**config.mk**
```make
export PLATFORM = sky130hd
export DESIGN_NAME = apple_spawn_ctrl
export DESIGN_NICKNAME = d
export VERILOG_FILES = /design/src/rtl/apple_spawn_ctrl.sv
export SDC_FILE = /design/constraint.sdc
export NUM_CORES = 1
export LEC_CHECK = 0
export ABC_AREA = 1
export CELL_PAD_IN_SITES_DETAIL_PLACEMENT = 0
export CELL_PAD_IN_SITES_GLOBAL_PLACEMENT = 2
export CORE_MARGIN = 2
export CORE_UTILIZATION = 37
export CTS_CLUSTER_DIAMETER = 40
export DETAILED_ROUTE_END_ITERATION = 7
export DONT_BUFFER_PORTS = 1
export PLACE_DENSITY = 0.86
export SLEW_MARGIN = 40
export SYNTH_ARGS = -nofsm -noshare
export SYNTH_HDL_FRONTEND = slang
export SYNTH_SLANG_ARGS = --single-unit
```
**constraint.sdc**
```tcl
create_clock -name clk -period 5.3 [get_ports clk]
set_clock_uncertainty 0.05 [all_clocks]
set_input_delay 1.59 -clock clk [delete_from_list [all_inputs] [get_ports clk]]
set_output_delay 1.59 -clock clk [all_outputs]
set_load 0.01 [all_outputs]
```
**src/rtl/apple_spawn_ctrl.sv**
```systemverilog
// Apple respawn sequencer: eat detect, candidate sampling, wall/head/body checks, fallback to home.
// Latency: apple_valid returns 4 edges after the eating tick on a first-cycle clean ack; no backpressure beyond occ_ack.
module apple_spawn_ctrl #(
    parameter logic [10:0] INIT_X    = 11'd48,
    parameter logic [10:0] INIT_Y    = 11'd16,
    parameter int          MAX_TRIES = 8,
    parameter int          ACK_TMO   = 16,
    parameter int          SCORE_W   = 8
) (
    input  logic               clk,
    input  logic               btnrst,
    input  logic               tick,
    input  logic [10:0]        snakehead_x,
    input  logic [10:0]        snakehead_y,
    input  logic [10:0]        wallpos_x,
    input  logic [10:0]        wallpos_y,
    input  logic [10:0]        cand_x,
    input  logic [10:0]        cand_y,
    output logic               occ_req,
    output logic [10:0]        occ_x,
    output logic [10:0]        occ_y,
    input  logic               occ_ack,
    input  logic               occ_hit,
    output logic [10:0]        apple_x,
    output logic [10:0]        apple_y,
    output logic               apple_valid,
    output logic               eaten,
    output logic               spawn_fail,
    output logic [SCORE_W-1:0] score
);
    localparam int TRIES_W = $clog2(MAX_TRIES + 1);
    localparam int TMO_W   = $clog2(ACK_TMO + 1);

    typedef enum logic [2:0] {HOLD, SAMPLE, CHECK, QUERY, COMMIT} state_t;

    // Reset asserts asynchronously and releases on a clock edge.
    logic rst_meta_q, rst_q;
    always_ff @(posedge clk or posedge btnrst) begin
        if (btnrst) begin
            rst_meta_q <= 1'b1;
            rst_q      <= 1'b1;
        end else begin
            rst_meta_q <= 1'b0;
            rst_q      <= rst_meta_q;
        end
    end

    state_t             state_q, state_d;
    logic [10:0]        cx_q, cx_d, cy_q, cy_d;
    logic [TRIES_W-1:0] tries_q, tries_d;
    logic [TMO_W-1:0]   tmo_q, tmo_d;
    logic               occ_req_q, occ_req_d;
    logic [10:0]        occ_x_q, occ_x_d, occ_y_q, occ_y_d;
    logic [10:0]        apple_x_q, apple_x_d, apple_y_q, apple_y_d;
    logic               apple_valid_q, apple_valid_d;
    logic               eaten_q, eaten_d;
    logic               spawn_fail_q, spawn_fail_d;
    logic [SCORE_W-1:0] score_q, score_d;
    logic               reject;

    always_comb begin
        state_d       = state_q;
        cx_d          = cx_q;
        cy_d          = cy_q;
        tries_d       = tries_q;
        tmo_d         = tmo_q;
        occ_req_d     = occ_req_q;
        occ_x_d       = occ_x_q;
        occ_y_d       = occ_y_q;
        apple_x_d     = apple_x_q;
        apple_y_d     = apple_y_q;
        apple_valid_d = apple_valid_q;
        score_d       = score_q;
        eaten_d       = 1'b0;
        spawn_fail_d  = 1'b0;
        reject        = 1'b0;

        case (state_q)
            HOLD: begin
                if (tick && apple_valid_q &&
                    snakehead_x == apple_x_q && snakehead_y == apple_y_q) begin
                    eaten_d       = 1'b1;
                    apple_valid_d = 1'b0;
                    score_d       = (score_q == '1) ? score_q : score_q + 1'b1;
                    tries_d       = '0;
                    state_d       = SAMPLE;
                end
            end
            SAMPLE: begin
                cx_d    = cand_x;
                cy_d    = cand_y;
                state_d = CHECK;
            end
            CHECK: begin
                if ((cx_q == wallpos_x   && cy_q == wallpos_y)   ||
                    (cx_q == snakehead_x && cy_q == snakehead_y) ||
                    (cx_q == apple_x_q   && cy_q == apple_y_q)) begin
                    reject = 1'b1;
                end else begin
                    occ_req_d = 1'b1;
                    occ_x_d   = cx_q;
                    occ_y_d   = cy_q;
                    tmo_d     = '0;
                    state_d   = QUERY;
                end
            end
            QUERY: begin
                if (occ_ack) begin
                    occ_req_d = 1'b0;
                    if (occ_hit) reject = 1'b1;
                    else         state_d = COMMIT;
                end else if (tmo_q == TMO_W'(ACK_TMO - 1)) begin
                    occ_req_d = 1'b0;
                    reject    = 1'b1;
                end else begin
                    tmo_d = tmo_q + 1'b1;
                end
            end
            COMMIT: begin
                apple_x_d     = cx_q;
                apple_y_d     = cy_q;
                apple_valid_d = 1'b1;
                state_d       = HOLD;
            end
            default: state_d = HOLD;
        endcase

        // Out of attempts: commit the home tile instead of sampling again.
        if (reject) begin
            if (tries_q == TRIES_W'(MAX_TRIES - 1)) begin
                cx_d         = INIT_X;
                cy_d         = INIT_Y;
                spawn_fail_d = 1'b1;
                state_d      = COMMIT;
            end else begin
                tries_d = tries_q + 1'b1;
                state_d = SAMPLE;
            end
        end
    end

    always_ff @(posedge clk or posedge rst_q) begin
        if (rst_q) begin
            state_q       <= HOLD;
            cx_q          <= '0;
            cy_q          <= '0;
            tries_q       <= '0;
            tmo_q         <= '0;
            occ_req_q     <= 1'b0;
            occ_x_q       <= '0;
            occ_y_q       <= '0;
            apple_x_q     <= INIT_X;
            apple_y_q     <= INIT_Y;
            apple_valid_q <= 1'b1;
            eaten_q       <= 1'b0;
            spawn_fail_q  <= 1'b0;
            score_q       <= '0;
        end else begin
            state_q       <= state_d;
            cx_q          <= cx_d;
            cy_q          <= cy_d;
            tries_q       <= tries_d;
            tmo_q         <= tmo_d;
            occ_req_q     <= occ_req_d;
            occ_x_q       <= occ_x_d;
            occ_y_q       <= occ_y_d;
            apple_x_q     <= apple_x_d;
            apple_y_q     <= apple_y_d;
            apple_valid_q <= apple_valid_d;
            eaten_q       <= eaten_d;
            spawn_fail_q  <= spawn_fail_d;
            score_q       <= score_d;
        end
    end

    assign occ_req     = occ_req_q;
    assign occ_x       = occ_x_q;
    assign occ_y       = occ_y_q;
    assign apple_x     = apple_x_q;
    assign apple_y     = apple_y_q;
    assign apple_valid = apple_valid_q;
    assign eaten       = eaten_q;
    assign spawn_fail  = spawn_fail_q;
    assign score       = score_q;
endmodule

```
---- Yosys cells after proc, flatten, opt, wreduce, memory -nomap -nowiden ----
Cells that the tools add are included.
word-level totals
  logic and storage cells ................. 98
  bits of input ports ..................... 71
  bits in registers ....................... 92
cells by class
  reductions and logical operators ........ 17
  multiplexer cells ....................... 36
  add/subtract/negate cells ............... 3
  eq/ne operators ......................... 24
  bitwise gates (word level) .............. 2
operators with widths
  kind                                                                   count
  11-bit equality test                                                   8
  11-bit 2-to-1 mux                                                      6
  3-bit 2-to-1 mux                                                       6
  4-bit 2-to-1 mux                                                       4
  5-bit 2-to-1 mux                                                       3
  3-bit != test, second input constant                                   5
  1-bit 2-to-1 mux                                                       12
  3-bit one-hot mux with 4 select lines                                  1
  5-bit one-hot mux with 2 select lines                                  1
  8-bit by 1-bit adder with 8-bit output, second input constant          1
  8-bit equality test, second input constant                             1
  2-bit != test, second input constant                                   4
  4-bit AND reduction                                                    2
  3-bit by 2-bit equality test with 1-bit output, second input constant  2
  1-bit logical AND                                                      6
  1-bit one-hot mux with 2 select lines                                  3
  3-bit AND reduction                                                    2
  5-bit by 1-bit adder with 5-bit output, second input constant          1
  5-bit by 4-bit equality test with 1-bit output, second input constant  1
  4-bit by 1-bit adder with 4-bit output, second input constant          1
  4-bit by 3-bit equality test with 1-bit output, second input constant  1
  2-bit AND reduction                                                    2
  2-bit nonzero test                                                     2
  3-bit by 1-bit equality test with 1-bit output, second input constant  1
  4 further kinds                                                        6

---- Logic depth before layout (Yosys ltp) ----
Gate-level depths: netlist (run 1).
  depth in word-level cells ............... 8
  gate-level depth with buffers ........... 14

---- Worst setup path before layout (run 1) ----
Ideal clock, no wire load.
  path type ............................... input to register
  from .................................... input port snakehead_y[5]
  to ...................................... register score_q[4] (netlist: score[4])
  stages .................................. 11
  buffers on the path ..................... 0
  setup slack ............................. 2495 ps
  data arrival time ....................... 2628 ps
  library setup time ...................... 127 ps
  cell sequence ........................... inv_1 > or2_2 > nand3_1 > nor2_1 > nand2_1 > nor2_1 > inv_1 > nor2_1 > nand3_1 > inv_1 > o21ai_0
between the ends
  longest elaborated chain between the ends .. 3
ends and longest elaborated chain
  what                                  line  source
  start: declaration                    14    input logic [10:0] snakehead_y,
  11-bit equality test                  81    snakehead_x == apple_x_q && snakehead_y == apple_y_q) begin
  1-bit logical AND                     81
  3-bit AND reduction (no source line)  --
  end signal: assignment                172   score_q <= score_d;
  end: declaration                      58    logic [SCORE_W-1:0] score_q, score_d;
Every way passes these cells.
A chain may end at the register's enable or synchronous reset.

---- Worst setup path in the final report (run 1) ----
  from .................................... input port snakehead_y[4]
  to ...................................... register score_q[4] (netlist: score[4])
The elaborated chain is that of the path after synthesis.

==> results of run 1 <==
## report_power, final
part / switching [uW] / internal [uW]
registers: 407 / 1010
clock network: 286 / 346
logic: 975 / 502
total: 1670 / 1860
## layout by cell type (no fill, tap or decap), types with 2 or more instances in the layout
cell and count:
inv_2 14, clkbuf_1 2, or2_2 3, o21ai_0 52
ha_1 4, nand2_1 335, dfstp_2 6, clkinv_2 2
nor2_1 85, nand4_1 10, inv_1 89, nor3_1 3
a21oi_1 7, o21ai_1 24, dfrtp_1 86, xnor2_1 9
nand2_4 3, xor2_1 14, clkbuf_16 9, buf_4 2
nand3_1 31, clkbuf_8 2, clkinv_4 2
## flip-flops by register name, indices dropped and copies added, names as in the netlist
signal,count
apple_y,11
spawn_fail,1
cx_q,11
cy_q,11
score,8
rst_meta_q,1
occ_y,11
occ_req,1
eaten,1
apple_valid,1
apple_x,11
rst_q,1
state_q,3
tmo_q,5
occ_x,11
tries_q,4
## area by class of cell
cell class / count / area share, %
Tap cell: 184 / 3.93
Clock buffer: 13 / 4.45
Sequential cell: 92 / 39.5
Timing Repair Buffer: 3 / 0.449
Inverter: 104 / 6.69
Clock inverter: 3 / 0.385
Multi-Input combinational cell: 590 / 44.6
## worst register-to-register path: stages, from the launching register on
cell and delay [ps]:
dfrtp_1 420, ha_1 230, nand2_1 90, nor2_1 50, ha_1 160, inv_1 70, o22ai_1 80, a21oi_1 310
nand3_4 490, o21ai_1 330
## final timing paths
check / start / depth (start not counted) / endpoint
max in group asynchronous: rst_q / 2 / cx_q[1]
min: rst_q / 1 / occ_y[1]
min in group clk: rst_meta_q / 0 / rst_q
max reg2reg: tmo_q[0] / 9 / occ_y[1]
max: snakehead_y[4] / 10 / score[4]
min reg2reg: rst_q / 1 / occ_y[1]
## through the flow
step	power, uW	cell area, um^2	instances	utilization, %	hold slack [ps]
after global placement	2890	5570	973	38.6	259
final	3520	5850	989	40.6	252
after global routing	3860	5850	989	40.6	309
after CTS	3560	5850	989	40.5	276
after floorplan	2530	5410	800	-	295
after detailed placement	2920	5570	973	38.6	272
## per-layer routing
layer	part of all wire, %	vias up
met5	0	-
met4	3.3	0
met3	5.3	32
met2	46	129
met1	45	2196
li1	-	2456
## logic make-up after synthesis
kind of cell,count (synthesis),share of synthesized area (%)
simple gates,477,35.6
buf+inv,118,9.02
flops,92,42.7
compound gates,85,7.93
xor+xnor,23,3.72
fa+ha+maj,4,0.925
other cells,1,0.0693
==> impl_results.md, run 1 <==
- Post-synthesis register bit count: 92
- PostCTS Resize Cnt: 0
- Drt wl/cell: 16.0 um
- Setup Slack @ Placement: 1930 ps
- Req. time, crit path: 5480 ps
- DRT iter0 DRCs: 287
- CTS H-tree depth: 3
- Die area: 15,600 um^2
- Synth Area per Inst: 6.76 um^2
- Core box area: 14,400 um^2
- Setup_tns: 0 ps
- Fill count: 1,526
- Share of post-route cells with drive strength above 1: 5.96%
- Max cap viols: 0
- Chip width: 125 um
- Worst path bufs/invs: 2
- Gr ovfl total: 0
- EDFF count, synth: 0
- First-pass GRT wire length: 25.5 mm
- Initial core utilization: 37.5%
- CTS Buf Count: 9
- RSZ-0062 raised after global routing: false
- CP top delay family: simple AND/OR/NAND/NOR gates
- Element type at the critical path end: flop
- M1 GR Usage: 26.9%
- CP max stage delay: 300 ps
- Buffers added on ports: 0
- Post-synthesis cell area: 5410 um^2
- Detailed Route WL: 15.8 mm
- Post-Syn Instances: 800
- Synth unique cells: 29
- HPWL Detailed: 12.2 mm
- Data arrival, critical path: 3160 ps
- Setup bufs post-CTS: 0
- R2r setup slk: 2930 ps
- Post-synth top area cell: dfrtp_1
- Max FO, Critical Path: 8
- Max VDD drop: 304 uV
- Vias in the first global route: 4,699
- Critical Path, Cell by Cell: xnor2_1 > nand3_1 > nor2_1 > nand2_1 > nor2_1 > inv_1 > nor2_1 > nand3_1 > inv_1 > o21ai_0
- Register area: 2310 um^2
- Post-synth top cells: nand2_1 (335), inv_1 (90), dfrtp_1 (86), nor2_1 (85), o21ai_0 (52)
- Clock Latency Late Sink: 360 ps
- Clk buf depth: 2
- CTS clk-pin slew, worst paths: 70 ps
- Crit path kind: in -> reg
- Synth area leaders: dfrtp_1 (40%), nand2_1 (23%), inv_1 (6.2%)
- Sequential element share of the synthesized area: 42.7%
- # rows: 44
- All-Layer GR Usage: 21.0%
- Asr flop ratio synth: 100%
- Pwr Density: 602 nW/um^2
- Final ANT Viol Nets: 0
- Static leakage: 0.00319 uW
- DRC viols: 0
- CTS tree: yes
- Synth top area share: 39.8%
- Final Critical Period: 2970 ps
- Hold Path Class: reg -> async
- Root Buffer: clkbuf_16
- Crit share post-route: 56.1%
- Slowest stage cell on the critical path: nand3_1
- Largest net degree at the start of global routing: 60
- Endpoints failing setup: 0
- Critical Path Most Common Cell: nor2_1
- DR pass1 iterations: 5
- Hold-fix buffers, CTS: 0
- Worst slew pin tran: 603 ps
- CP Launch Type: primary input
- Die H: 125 um
- Final Net Count: 875
- CTS Sinks: 92
- Initial antenna violation count: 0
- Most frequent cell after synthesis: nand2_1
- Hold Violations, Final: 0
- Grt met3 use: 4.77%
- Syn Nets: 875
- Synth Warn #: 0
- Final WS setup: 2330 ps
- Met2 usage: 34.1%
- Via count: 4,813
- Max frequency: 0.337 GHz
- Most used DFF post-synth: dfrtp_1
- Layout area overhead: 8.19%
- GPL Wtd Cong: 0.863
- Outcome: finished clean
- Area of the multi-input gates: 2610 um^2
- Gr busiest metal: met2
- Worst relative slew slack: 59.7%
- Post-DR vias/cell: 4.87
- I/O pin cnt: 127
- Antenna Diode Count: 0
- Final max-slew violation count: 0
Note: power is estimated with default switching activity, not from simulation.
==> inputs of run 2 (changes only) <==
Settings changed: CORE_UTILIZATION 37 to 31, PLACE_DENSITY 0.86 to 0.77.
Clock period 5.3 ns to 2.7 ns, I/O delays scaled along.
==> impl_results.md, run 2 (same netlist as run 1, synthesis figures left out) <==
- Outcome: finished clean
- Static leakage: 0.00323 uW (+1.5%)
- # rows: 48 (+9.1%)
- Clock Latency Late Sink: 360 ps (about the same)
- Post-route cell area: 6040 um^2 (+3.2%)
- Hold Path Class: reg -> async
- Element type at the critical path end: flop
- Critical Path Most Common Cell: nor2_1
- Initial antenna violation count: 1 (+1)
- Fill count: 1,868 (+22%)
- Data arrival, critical path: 2510 ps (-650 ps)
- Antenna Diode Count: 0 (unchanged)
- I/O pin cnt: 127 (unchanged)
- CTS H-tree depth: 3 (unchanged)
- Core box area: 17,200 um^2 (+19%)
- Met2 wire len: 8.05 mm (+10%)
- Uppermost routed layer: met5
- Critical Path, Cell by Cell: xnor2_1 > nand3_1 > nor2_1 > nand2_1 > nor2_1 > inv_1 > nor2_1 > nand3_1 > inv_1 > nand2_1 > o21ai_0
- Max frequency: 0.439 GHz
- Die area: 18,500 um^2 (+19%)
- Largest net degree at the start of global routing: 46 (-23%)
- DRC viols: 0 (unchanged)
- All-Layer GR Usage: 18.5% (-2.5 points)
- Setup_tns: 0 ps (unchanged)
- Worst relative slew slack: 67.1% (+7.4 points)
- First-pass GRT wire length: 25.6 mm (+0.51%)
- Layout area overhead: 11.6%
- Detailed Route WL: 16.6 mm (+5.0%)
- Crit path kind: reg -> reg
- Req. time, crit path: 2930 ps (-2550 ps)
- GPL Wtd Cong: 0.886 (+2.7%)
- PostCTS Resize Cnt: 0 (unchanged)
- Post-DR vias/cell: 4.59 (-5.7%)
- Initial core utilization: 31.5% (-6.0 points)
- Final max-slew violation count: 0 (unchanged)
- Buffers added on ports: 0 (unchanged)
- Crit. Startpoint: apple_y[4]
- DRT iter0 DRCs: 227 (-21%)
- Hold Violations, Final: 0 (unchanged)
- Max FO, Critical Path: 8 (unchanged)
- DR pass1 iterations: 4 (-1)
- CTS clk-pin slew, worst paths: 70 ps (about the same)
- Die H: 136 um (+9.0%)
- Pwr Total: 7030 uW (+100%)
- Final Net Count: 882 (+0.80%)
- Clk buf depth: 2 (unchanged)
- CTS Sinks: 92 (unchanged)
- HPWL Detailed: 13.1 mm (+7.3%)
- Drt wl/cell: 16.0 um (+0.18%)
- Root Buffer: clkbuf_16
- Final ANT Viol Nets: 0 (unchanged)
- Met3 wire len: 1.18 mm (+42%)
- Gr ovfl total: 0 (unchanged)
- Placed cell area: 5740 um^2 (+3.1%)
- Pwr Density: 1170 nW/um^2 (+93%)
- Slowest stage cell on the critical path: dfstp_2
- Via count: 4,757 (-1.2%)
- Max cap viols: 0 (unchanged)
- Vias in the first global route: 4,629 (-1.5%)
- CP Launch Type: flop
- Commonest non-fill, non-tap cell in the layout: nand2_1
- Share of post-route cells with drive strength above 1: 6.90% (+0.93 points)
- Chip width: 136 um (+9.0%)
- R2r startpoint: apple_y[4]
- Max VDD drop: 408 uV (+34%)
- Final Critical Period: 2280 ps
- Worst slew pin tran: 488 ps (-116 ps)
- Hold-fix buffers, CTS: 0 (unchanged)
- Commonest non-fill, non-tap cells in the layout: nand2_1 (335), inv_1 (89), dfrtp_1 (86)
- CTS Buf Count: 9 (unchanged)
- Crit share post-route: 84.3%
- Setup bufs post-CTS: 0 (unchanged)
- CTS tree: yes
- CP max stage delay: 600 ps (+300 ps)
- RSZ-0062 raised after global routing: false
- Endpoints failing setup: 0 (unchanged)
- WL met1: 7.00 mm (-2.8%)
-- run 2: cell count changes in the layout (fill, tap and decap cells not counted) --
cell / delta
clkinv_4: -1
buf_6: -1
clkbuf_8: -2
clkbuf_1: -1
buf_16: +1
buf_4: +1
buf_12: +6
clkinvlp_4: +4
-- run 2: cell type report --
cell class | count | area [um^2] | area share [%]
Clock buffer | 10 | 229 | 3.79
Multi-Input combinational cell | 590 | 2610 | 43.3
Inverter | 104 | 394 | 6.53
Clock inverter | 6 | 41.3 | 0.684
Sequential cell | 92 | 2310 | 38.3
Timing Repair Buffer | 10 | 170 | 2.82
Tap cell | 225 | 282 | 4.66
-- run 2: final timing paths --
| path | endpoint | slack [ps] | cells past startpoint |
|---|---|---|---|
| setup / recovery | score[5] | 420 | 11 |
| hold / removal | cy_q[2] | 180 | 1 |
| setup reg to reg | score[5] | 420 | 11 |
| hold reg to reg | cy_q[2] | 180 | 1 |
| max in group asynchronous | apple_x[4] | 1680 | 3 |
| min in group clk | rst_q | 310 | 0 |
-- run 2: metal layers --
| layer | vias to the layer above | GRT usage, % |
|---|---|---|
| li1 | 2481 | - |
| met5 | - | 0 |
| met1 | 2149 | 22.1 |
| met3 | 24 | 5.18 |
| met2 | 101 | 31.4 |
| met4 | 2 | 7.23 |
-- run 2: metrics by stage --
stage	util [%]	hold WS, ps	std cells	setup slack, ps
2_1_floorplan	-	295	800	675
3_3_place_gp	33.4	298	1020	165
3_5_place_dp	33.4	299	1020	138
4_1_cts	35.0	305	1036	421
5_1_grt	35.1	217	1037	124
6_report	35.1	180	1037	424
-- run 2: where the power goes --
group	switching, uW	internal [uW]
registers	802	1980
logic	1950	1100
clock network	580	624
-- run 2: critical path, delay by kind of cell (launching register included) --
kind	cells	cell delay [ps]
flops	1	600
buf+inv	2	300
xor+xnor	1	180
compound gates	1	70
simple gates	7	1010
